[config.mk]
export PLATFORM = sky130hd
export DESIGN_NAME = fpro_bus_master
export DESIGN_NICKNAME = d
export VERILOG_FILES = /design/src/rtl/fpro_bus_pkg.sv /design/src/rtl/mmio_cmd_fifo.sv /design/src/rtl/fpro_bus_master.sv
export SDC_FILE = /design/constraint.sdc
export NUM_CORES = 1
export LEC_CHECK = 0
export CAP_MARGIN = 5
export CORE_ASPECT_RATIO = 1.2
export CORE_MARGIN = 1
export CORE_UTILIZATION = 48
export DETAILED_ROUTE_END_ITERATION = 10
export PLACE_DENSITY_LB_ADDON = 0.15
export SLEW_MARGIN = 20
export SYNTH_ARGS = -nofsm -noshare
export SYNTH_HDL_FRONTEND = slang
export SYNTH_SLANG_ARGS = --single-unit
[constraint.sdc]
create_clock -name clk -period 3.1 [get_ports clk]
set_clock_uncertainty 0.15 [all_clocks]
set_input_delay 0.93 -clock clk [delete_from_list [all_inputs] [get_ports clk]]
set_output_delay 0.93 -clock clk [all_outputs]
set_load 0.01 [all_outputs]
[src/rtl/fpro_bus_pkg.sv]
// Shared widths, FSM state type and command record for the FPro MMIO bus initiator.
package fpro_bus_pkg;

  localparam int MMIO_AW = 21;
  localparam int MMIO_DW = 32;
  localparam int CMD_W   = 1 + MMIO_AW + MMIO_DW;

  typedef enum logic [1:0] {
    IDLE   = 2'd0,
    STROBE = 2'd1,
    RESP   = 2'd2
  } state_t;

  typedef struct packed {
    logic               wr;
    logic [MMIO_AW-1:0] addr;
    logic [MMIO_DW-1:0] wdata;
  } cmd_t;

endpackage

[src/rtl/mmio_cmd_fifo.sv]
// First-word fall-through command FIFO; pointers carry one extra bit so full and empty differ.
module mmio_cmd_fifo #(
  parameter int W  = 54,
  parameter int AW = 2
) (
  input  logic         clk,
  input  logic         reset_n,
  input  logic         push,
  input  logic         pop,
  input  logic [W-1:0] din,
  output logic         full,
  output logic         empty,
  output logic [W-1:0] dout
);

  logic [W-1:0] mem_q [2**AW];
  logic [AW:0]  wr_ptr_q, wr_ptr_d;
  logic [AW:0]  rd_ptr_q, rd_ptr_d;
  logic         push_ok, pop_ok;

  assign full    = (wr_ptr_q[AW] != rd_ptr_q[AW]) && (wr_ptr_q[AW-1:0] == rd_ptr_q[AW-1:0]);
  assign empty   = (wr_ptr_q == rd_ptr_q);
  // Guard against an over-push or under-pop corrupting the pointers.
  assign push_ok = push && !full;
  assign pop_ok  = pop && !empty;
  assign dout    = mem_q[rd_ptr_q[AW-1:0]];

  always_comb begin
    wr_ptr_d = wr_ptr_q;
    rd_ptr_d = rd_ptr_q;
    if (push_ok) wr_ptr_d = wr_ptr_q + (AW+1)'(1);
    if (pop_ok)  rd_ptr_d = rd_ptr_q + (AW+1)'(1);
  end

  always_ff @(posedge clk or negedge reset_n) begin
    if (!reset_n) begin
      wr_ptr_q <= '0;
      rd_ptr_q <= '0;
    end else begin
      wr_ptr_q <= wr_ptr_d;
      rd_ptr_q <= rd_ptr_d;
    end
  end

  always_ff @(posedge clk) begin
    if (push_ok) mem_q[wr_ptr_q[AW-1:0]] <= din;
  end

endmodule

[src/rtl/fpro_bus_master.sv]
// FPro MMIO bus initiator: queued single-word commands, registered one-cycle strobes, held read response.
//   state  | meaning
//   IDLE   | waiting for a queued command; pops and loads the bus registers
//   STROBE | one-cycle cs/wr or cs/rd on the bus; read data captured at its closing edge
//   RESP   | read data held on the response port until the consumer takes it
module fpro_bus_master
  import fpro_bus_pkg::*;
#(
  parameter int FIFO_AW = 2
) (
  input  logic               clk,
  input  logic               reset_n,
  input  logic               cmd_valid,
  output logic               cmd_ready,
  input  logic               cmd_wr,
  input  logic [MMIO_AW-1:0] cmd_addr,
  input  logic [MMIO_DW-1:0] cmd_wdata,
  output logic               rsp_valid,
  input  logic               rsp_ready,
  output logic [MMIO_DW-1:0] rsp_rdata,
  output logic               busy,
  output logic               mmio_cs,
  output logic               mmio_wr,
  output logic               mmio_rd,
  output logic [MMIO_AW-1:0] mmio_addr,
  output logic [MMIO_DW-1:0] mmio_wr_data,
  input  logic [MMIO_DW-1:0] mmio_rd_data
);

  state_t             state_q, state_d;
  logic               mmio_cs_q, mmio_cs_d;
  logic               mmio_wr_q, mmio_wr_d;
  logic               mmio_rd_q, mmio_rd_d;
  logic [MMIO_AW-1:0] mmio_addr_q, mmio_addr_d;
  logic [MMIO_DW-1:0] mmio_wr_data_q, mmio_wr_data_d;
  logic               rsp_valid_q, rsp_valid_d;
  logic [MMIO_DW-1:0] rsp_rdata_q, rsp_rdata_d;

  logic fifo_full, fifo_empty, fifo_push, fifo_pop;
  cmd_t cmd_in, head;

  assign cmd_in    = '{wr: cmd_wr, addr: cmd_addr, wdata: cmd_wdata};
  assign fifo_push = cmd_valid && !fifo_full;
  assign cmd_ready = !fifo_full;

  mmio_cmd_fifo #(
    .W  (CMD_W),
    .AW (FIFO_AW)
  ) u_cmd_fifo (
    .clk     (clk),
    .reset_n (reset_n),
    .push    (fifo_push),
    .pop     (fifo_pop),
    .din     (cmd_in),
    .full    (fifo_full),
    .empty   (fifo_empty),
    .dout    (head)
  );

  always_comb begin
    state_d        = state_q;
    fifo_pop       = 1'b0;
    mmio_cs_d      = 1'b0;
    mmio_wr_d      = 1'b0;
    mmio_rd_d      = 1'b0;
    mmio_addr_d    = '0;
    mmio_wr_data_d = '0;
    rsp_valid_d    = rsp_valid_q;
    rsp_rdata_d    = rsp_rdata_q;
    case (state_q)
      IDLE: begin
        if (!fifo_empty) begin
          fifo_pop       = 1'b1;
          mmio_cs_d      = 1'b1;
          mmio_wr_d      = head.wr;
          mmio_rd_d      = !head.wr;
          mmio_addr_d    = head.addr;
          mmio_wr_data_d = head.wr ? head.wdata : '0;
          state_d        = STROBE;
        end
      end
      STROBE: begin
        // Bus registers fall back to zero from the defaults, closing the strobe.
        if (mmio_rd_q) begin
          rsp_rdata_d = mmio_rd_data;
          rsp_valid_d = 1'b1;
          state_d     = RESP;
        end else begin
          state_d = IDLE;
        end
      end
      RESP: begin
        if (rsp_ready) begin
          rsp_valid_d = 1'b0;
          state_d     = IDLE;
        end
      end
      default: state_d = IDLE;
    endcase
  end

  always_ff @(posedge clk or negedge reset_n) begin
    if (!reset_n) begin
      state_q        <= IDLE;
      mmio_cs_q      <= 1'b0;
      mmio_wr_q      <= 1'b0;
      mmio_rd_q      <= 1'b0;
      mmio_addr_q    <= '0;
      mmio_wr_data_q <= '0;
      rsp_valid_q    <= 1'b0;
      rsp_rdata_q    <= '0;
    end else begin
      state_q        <= state_d;
      mmio_cs_q      <= mmio_cs_d;
      mmio_wr_q      <= mmio_wr_d;
      mmio_rd_q      <= mmio_rd_d;
      mmio_addr_q    <= mmio_addr_d;
      mmio_wr_data_q <= mmio_wr_data_d;
      rsp_valid_q    <= rsp_valid_d;
      rsp_rdata_q    <= rsp_rdata_d;
    end
  end

  assign mmio_cs      = mmio_cs_q;
  assign mmio_wr      = mmio_wr_q;
  assign mmio_rd      = mmio_rd_q;
  assign mmio_addr    = mmio_addr_q;
  assign mmio_wr_data = mmio_wr_data_q;
  assign rsp_valid    = rsp_valid_q;
  assign rsp_rdata    = rsp_rdata_q;
  assign busy         = !fifo_empty || (state_q != IDLE);

endmodule

[Word level (Yosys, flattened, before mapping)]
Memory sizes are Yosys's and may differ from the RTL's.
Cells that the tools add are included.
Storage, ports and cells
  flip-flop bits (word level): 97
  bits in writable memories: 216
  word-level logic and storage cells: 55
  memories kept: 1
Operators by class
  $add $sub $neg: 2
  equal/unequal tests: 8
  mux-type cells: 20
  reductions and logical operators: 14
Memories
  u_cmd_fifo.mem_q: depth 4, bits a word 54, read ports 1, clocked after memory_dff 0, write ports 1, line mmio_cmd_fifo.sv:16  | logic [W-1:0] mem_q [2**AW];
Operator list (number)
  two-way mux 32 bit: 3
  two-way mux 21 bit: 2
  two-way mux 1 bit: 10
  adder 3 x 1 -> 3 bit, second input constant: 2
  two-way mux 2 bit: 3
  != test 2 bit, second input constant: 3
  case mux 2 bit (3 select lines): 1
  logical AND 1 bit: 4
  AND reduction 2 bit: 2
  nonzero test 2 bit: 2
  equality test 3 bit: 1
  zero test 1 bit: 3
  AND reduction 3 bit: 1
  equality test 2 x 1 -> 1 bit, second input constant: 1
  equality test 2 bit: 1
  equality test 2 bit, second input constant: 1
  zero test 2 bit: 1
  case mux 1 bit (2 select lines): 1
  logical OR 1 bit: 1
  != test 1 bit: 1

[Depth between registers and ports, before layout]
  word-level depth: 7
  mapped depth: 5
  mapped depth without buffers: 3

[By module]
Synthesis repeated with hierarchy kept, for this count alone.
Unflattened totals
  cell total of the unflattened synthesis: 532
  area total of the unflattened synthesis: 11567.3 µm²
Modules (own cells, without submodules)
  mmio_cmd_fifo: instances 1, cells each 331, area each 8291.7 µm², sequential area each 6636.4 µm²
  fpro_bus_master: instances 1, cells each 201, area each 3275.6 µm², sequential area each 2277.2 µm²

[Worst setup path before layout]
OpenSTA, ideal clock, no wires.
  kind: input port to flip-flop
  start point: input port cmd_valid
  end point: memory u_cmd_fifo.mem_q[0][0] (enable)
  library setup time: 0.417 ns
  data arrival time: 2.444 ns
  setup slack: 0.089 ns
  stages on the path: 2
  buffers on the path: 0
  cell sequence: o31a_1 -> and2_1
Between the ends
  word-level cells in the longest chain between the ends: 4
RTL lines
  start: declaration: line fpro_bus_master.sv:13  | input logic cmd_valid,
  logical AND 1 bit: line fpro_bus_master.sv:43  | assign fifo_push = cmd_valid && !fifo_full;
  logical AND 1 bit: line mmio_cmd_fifo.sv:24  | assign push_ok = push && !full;
  two-way mux 1 bit: line mmio_cmd_fifo.sv:46  | if (push_ok) mem_q[wr_ptr_q[AW-1:0]] <= din;
  two-way mux 1 bit (implied by the code): line mmio_cmd_fifo.sv:46
  end: declaration: line mmio_cmd_fifo.sv:16
Every way passes these cells.

[Final worst setup path]
  start point: register u_cmd_fifo.wr_ptr_q[1]
  end point: output port cmd_ready
Between the ends
  word-level cells in the longest chain between the ends: 3
RTL lines
  start: declaration: line mmio_cmd_fifo.sv:17  | logic [AW:0] wr_ptr_q, wr_ptr_d;
  start signal: assignment: line mmio_cmd_fifo.sv:40  | wr_ptr_q <= wr_ptr_d;
  equality test 2 bit: line mmio_cmd_fifo.sv:21  | assign full = (wr_ptr_q[AW] != rd_ptr_q[AW]) && (wr_ptr_q[AW-1:0] == rd_ptr_q[AW-1:0]);
  logical AND 1 bit: line mmio_cmd_fifo.sv:21
  zero test 1 bit: line fpro_bus_master.sv:44  | assign cmd_ready = !fifo_full;
  end: declaration: line fpro_bus_master.sv:14  | output logic cmd_ready,
Every way passes these cells.

==> impl_metrics.tcl <==
set metrics [dict create \
    vias 5410 \
    globalRoute.totalOverflow 0 \
    drive_gt1_share_pct 22.3 \
    crit_required_ns 2.02 \
    ir_worst_vdd_mv 0.551 \
    numCtsBuffers 30 \
    std_cell_rows 61 \
    hold_buffers 0 \
    initial_utilization_pct 48.7 \
    port_buffers 180 \
    relSlewSlack_pct 44.5 \
    grt_pass1_vias 5836 \
    crit_path_start_kind "flop" \
    regArea_um2 8920 \
    fin_util_pct 63.5 \
    wl_per_cell_um 20.0 \
    grt_pass1_wl_um 32800 \
    dpl_worst_slack_ns 0.394 \
    min_path_type "in2async" \
    die-height_um 170 \
    finalWirelength_um 21300 \
    syn_inst 514 \
    syn_nets 609 \
    post_drt_via_cell_ratio 5.08 \
    ys_types 25 \
    firstDrtPassIters 5 \
    gr-usage-met2_pct 33.1 \
    maxSlewViolCount 0 \
    synth_area_um2 11300 \
    outcome "complete, no violations" \
    grt.met1_usage_pct 22.4 \
    avgSynthCellArea_um2 21.9 \
    worst_pin_slew_ns 0.832 \
    areaGrowthSynthToFinish_pct 30.3 \
    clk_pin_slew_ns 0.06 \
    fillers 1623 \
    ant_nets 0 \
    hold_viol 0 \
    cp-end-kind "output port" \
    final.setup.tns_ns 0 \
    period_share_pct 96.6 \
    crit_type "reg2out" \
    die_w_um 142 \
    antenna_found_initial 0 \
    power-per-cell-area_nw_per_um2 980 \
    cap_violations 0 \
    core_area_um2 23100 \
    ys_seq_area_share_pct 79.1 \
    post_dp_cell_area_um2 13600 \
    drt_iter0_markers 270 \
    finalWeightedCongestion 0.731 \
    clockRootBuffer "clkbuf_16" \
    use_met3_pct 2.98 \
    rsz0062_at_grt "false" \
    htreeDepth 1 \
    multi_input_area_um2 2260 \
    ys_ff_latch 313 \
    design_area_um2 14700 \
    drc 0 \
    yosys_warnings 0 \
    insertion_delay_ns 0.55 \
    grt_max_degree 57 \
    die_area_um2 24100 \
    grtUsageTotal_pct 18.2 \
    dpl.hpwl_um 13100 \
    cp.arrival_ns 1.91 \
    top_usage_layer "met2" \
    finalNetCount 820 \
    setup_viol 0 \
    cts_max_path_buffers 3 \
    max_freq_mhz 334 \
    p_total_w 0.0144 \
    io_pins 181 \
    fin_ws_ns 0.106 \
    cts_sinks 313 \
    leakagePower_nw 5.30 \
    fin_crit_ns 2.99 \
    diodes 0 \
    cp_max_fo 5 \
    cts_tree "done" \
]
==> critical path: stages, from the launching register on <==
cell             delay, ns
dfrtp_1               0.43
xor2_1                0.24
nor2_2                0.08
nand2_1               0.07
clkdlybuf4s50_1       0.55
==> sequential cells by signal (all words and copies together) (netlist names), 2 cells and up <==
register             flops
u_cmd_fifo.wr_ptr_q      3
u_cmd_fifo.mem_q       216
mmio_wr_data            32
rsp_rdata               32
state_q                  2
u_cmd_fifo.rd_ptr_q      3
mmio_addr               21
==> power breakdown <==
group,internal (W),switching (W)
clock network,0.00229,0.00147
logic,0.00243,0.00212
registers,0.00571,0.000374
total,0.0104,0.00397
==> cell families after synthesis <==
family	share of synthesized area, %
flops	79.1
mux	14.2
simple gates	3.55
buf+inv	1.28
compound gates	0.700
xor+xnor	0.622
fa+ha+maj	0.555
==> metrics by stage <==
step,std cells,hold slack (ns)
global placement,1008,0.337
finish,1064,0.0776
CTS,1064,0.0613
floorplan,514,0.321
global route,1064,0.0721
detailed placement,1008,0.345
==> cells in the mapped netlist (all sizes together) <==
| library cell | instances | area (um2) |
|---|---|---|
| xor2 | 3 | 26.3 |
| nor2 | 4 | 15.0 |
| nor2b | 44 | 275 |
| o31a | 1 | 8.76 |
| edfxtp | 216 | 6490 |
| nand3 | 1 | 5.00 |
| mux4 | 54 | 1220 |
| nand3b | 1 | 7.51 |
| inv | 7 | 26.3 |
| o31ai | 1 | 21.3 |
| and2 | 3 | 18.8 |
| clkbuf | 5 | 18.8 |
| ha | 5 | 62.6 |
| o311ai | 3 | 33.8 |
| buf | 15 | 98.8 |
| o21ai | 2 | 10.0 |
| and2b | 9 | 67.6 |
| a21oi | 1 | 5.00 |
| xnor2 | 5 | 43.8 |
| nand2 | 3 | 11.3 |
| mux2 | 34 | 383 |
| dfrtp | 97 | 2430 |
==> area by class of cell <==
| class | instances | area share (%) |
|---|---|---|
| Sequential cell | 313 | 60.7 |
| Multi-Input combinational cell | 174 | 15.4 |
| Inverter | 7 | 0.179 |
| Clock inverter | 12 | 1.24 |
| Tap cell | 315 | 2.68 |
| Clock buffer | 44 | 5.95 |
| Timing Repair Buffer | 199 | 13.8 |
==> final timing paths <==
kind | end | from | slack, ns | cells after the start
max | cmd_ready | u_cmd_fifo.wr_ptr_q[1] | 0.11 | 4
min | mmio_addr[11] | reset_n | 0.08 | 1
max reg2reg | mmio_addr[8] | u_cmd_fifo.rd_ptr_q[0] | 0.55 | 4
min reg2reg | rsp_rdata[26] | rsp_rdata[26] | 0.35 | 1
max in group asynchronous | mmio_wr_data[14] | reset_n | 2.10 | 2
min in group clk | rsp_rdata[26] | rsp_rdata[26] | 0.35 | 1
==> layout by cell type (no fill, tap or decap) <==
master           count
and2b_1              9
o311ai_4             1
ha_1                 5
nand3b_1             1
clkbuf_8             7
nand2_1              3
o21ai_0              2
dfrtp_2              1
inv_1                6
mux2_2              34
clkinv_1             2
clkinvlp_4           1
nor2b_1             44
buf_4               13
a21oi_1              1
nor2_1               2
xnor2_1              5
o31ai_4              1
clkinv_8             2
clkinv_2             3
xor2_1               1
inv_2                1
dfrtp_1             95
mux4_2              54
o31a_1               1
clkbuf_1             7
dfrtp_4              1
clkdlybuf4s50_1    178
xor2_2               1
edfxtp_1           216
clkbuf_16           30
nor2_2               2
buf_12               7
dlymetal6s2s_1       1
o311ai_0             2
bufinv_16            4
nand3_1              1
xor2_4               1
and2_4               3
==> metal layers <==
| metal | routed length [um] | vias to the layer above | part of all wire [%] |
|---|---|---|---|
| li1 | - | 2409 | - |
| met1 | 8550 | 2794 | 40 |
| met2 | 11200 | 176 | 53 |
| met3 | 1100 | 31 | 5.2 |
| met4 | 434 | 0 | 2.0 |
| met5 | 0 | - | 0 |
==> repair_timing <==
| action | 4_1_cts | 5_1_grt |
|---|---|---|
| pin swaps | 0 | 1 |
| setup endpoints to repair | 2 | 2 |
| buffers inserted | 0 | 0 |
| gates resized for setup | 2 | 4 |
Note: power is estimated with default switching activity, not from simulation.
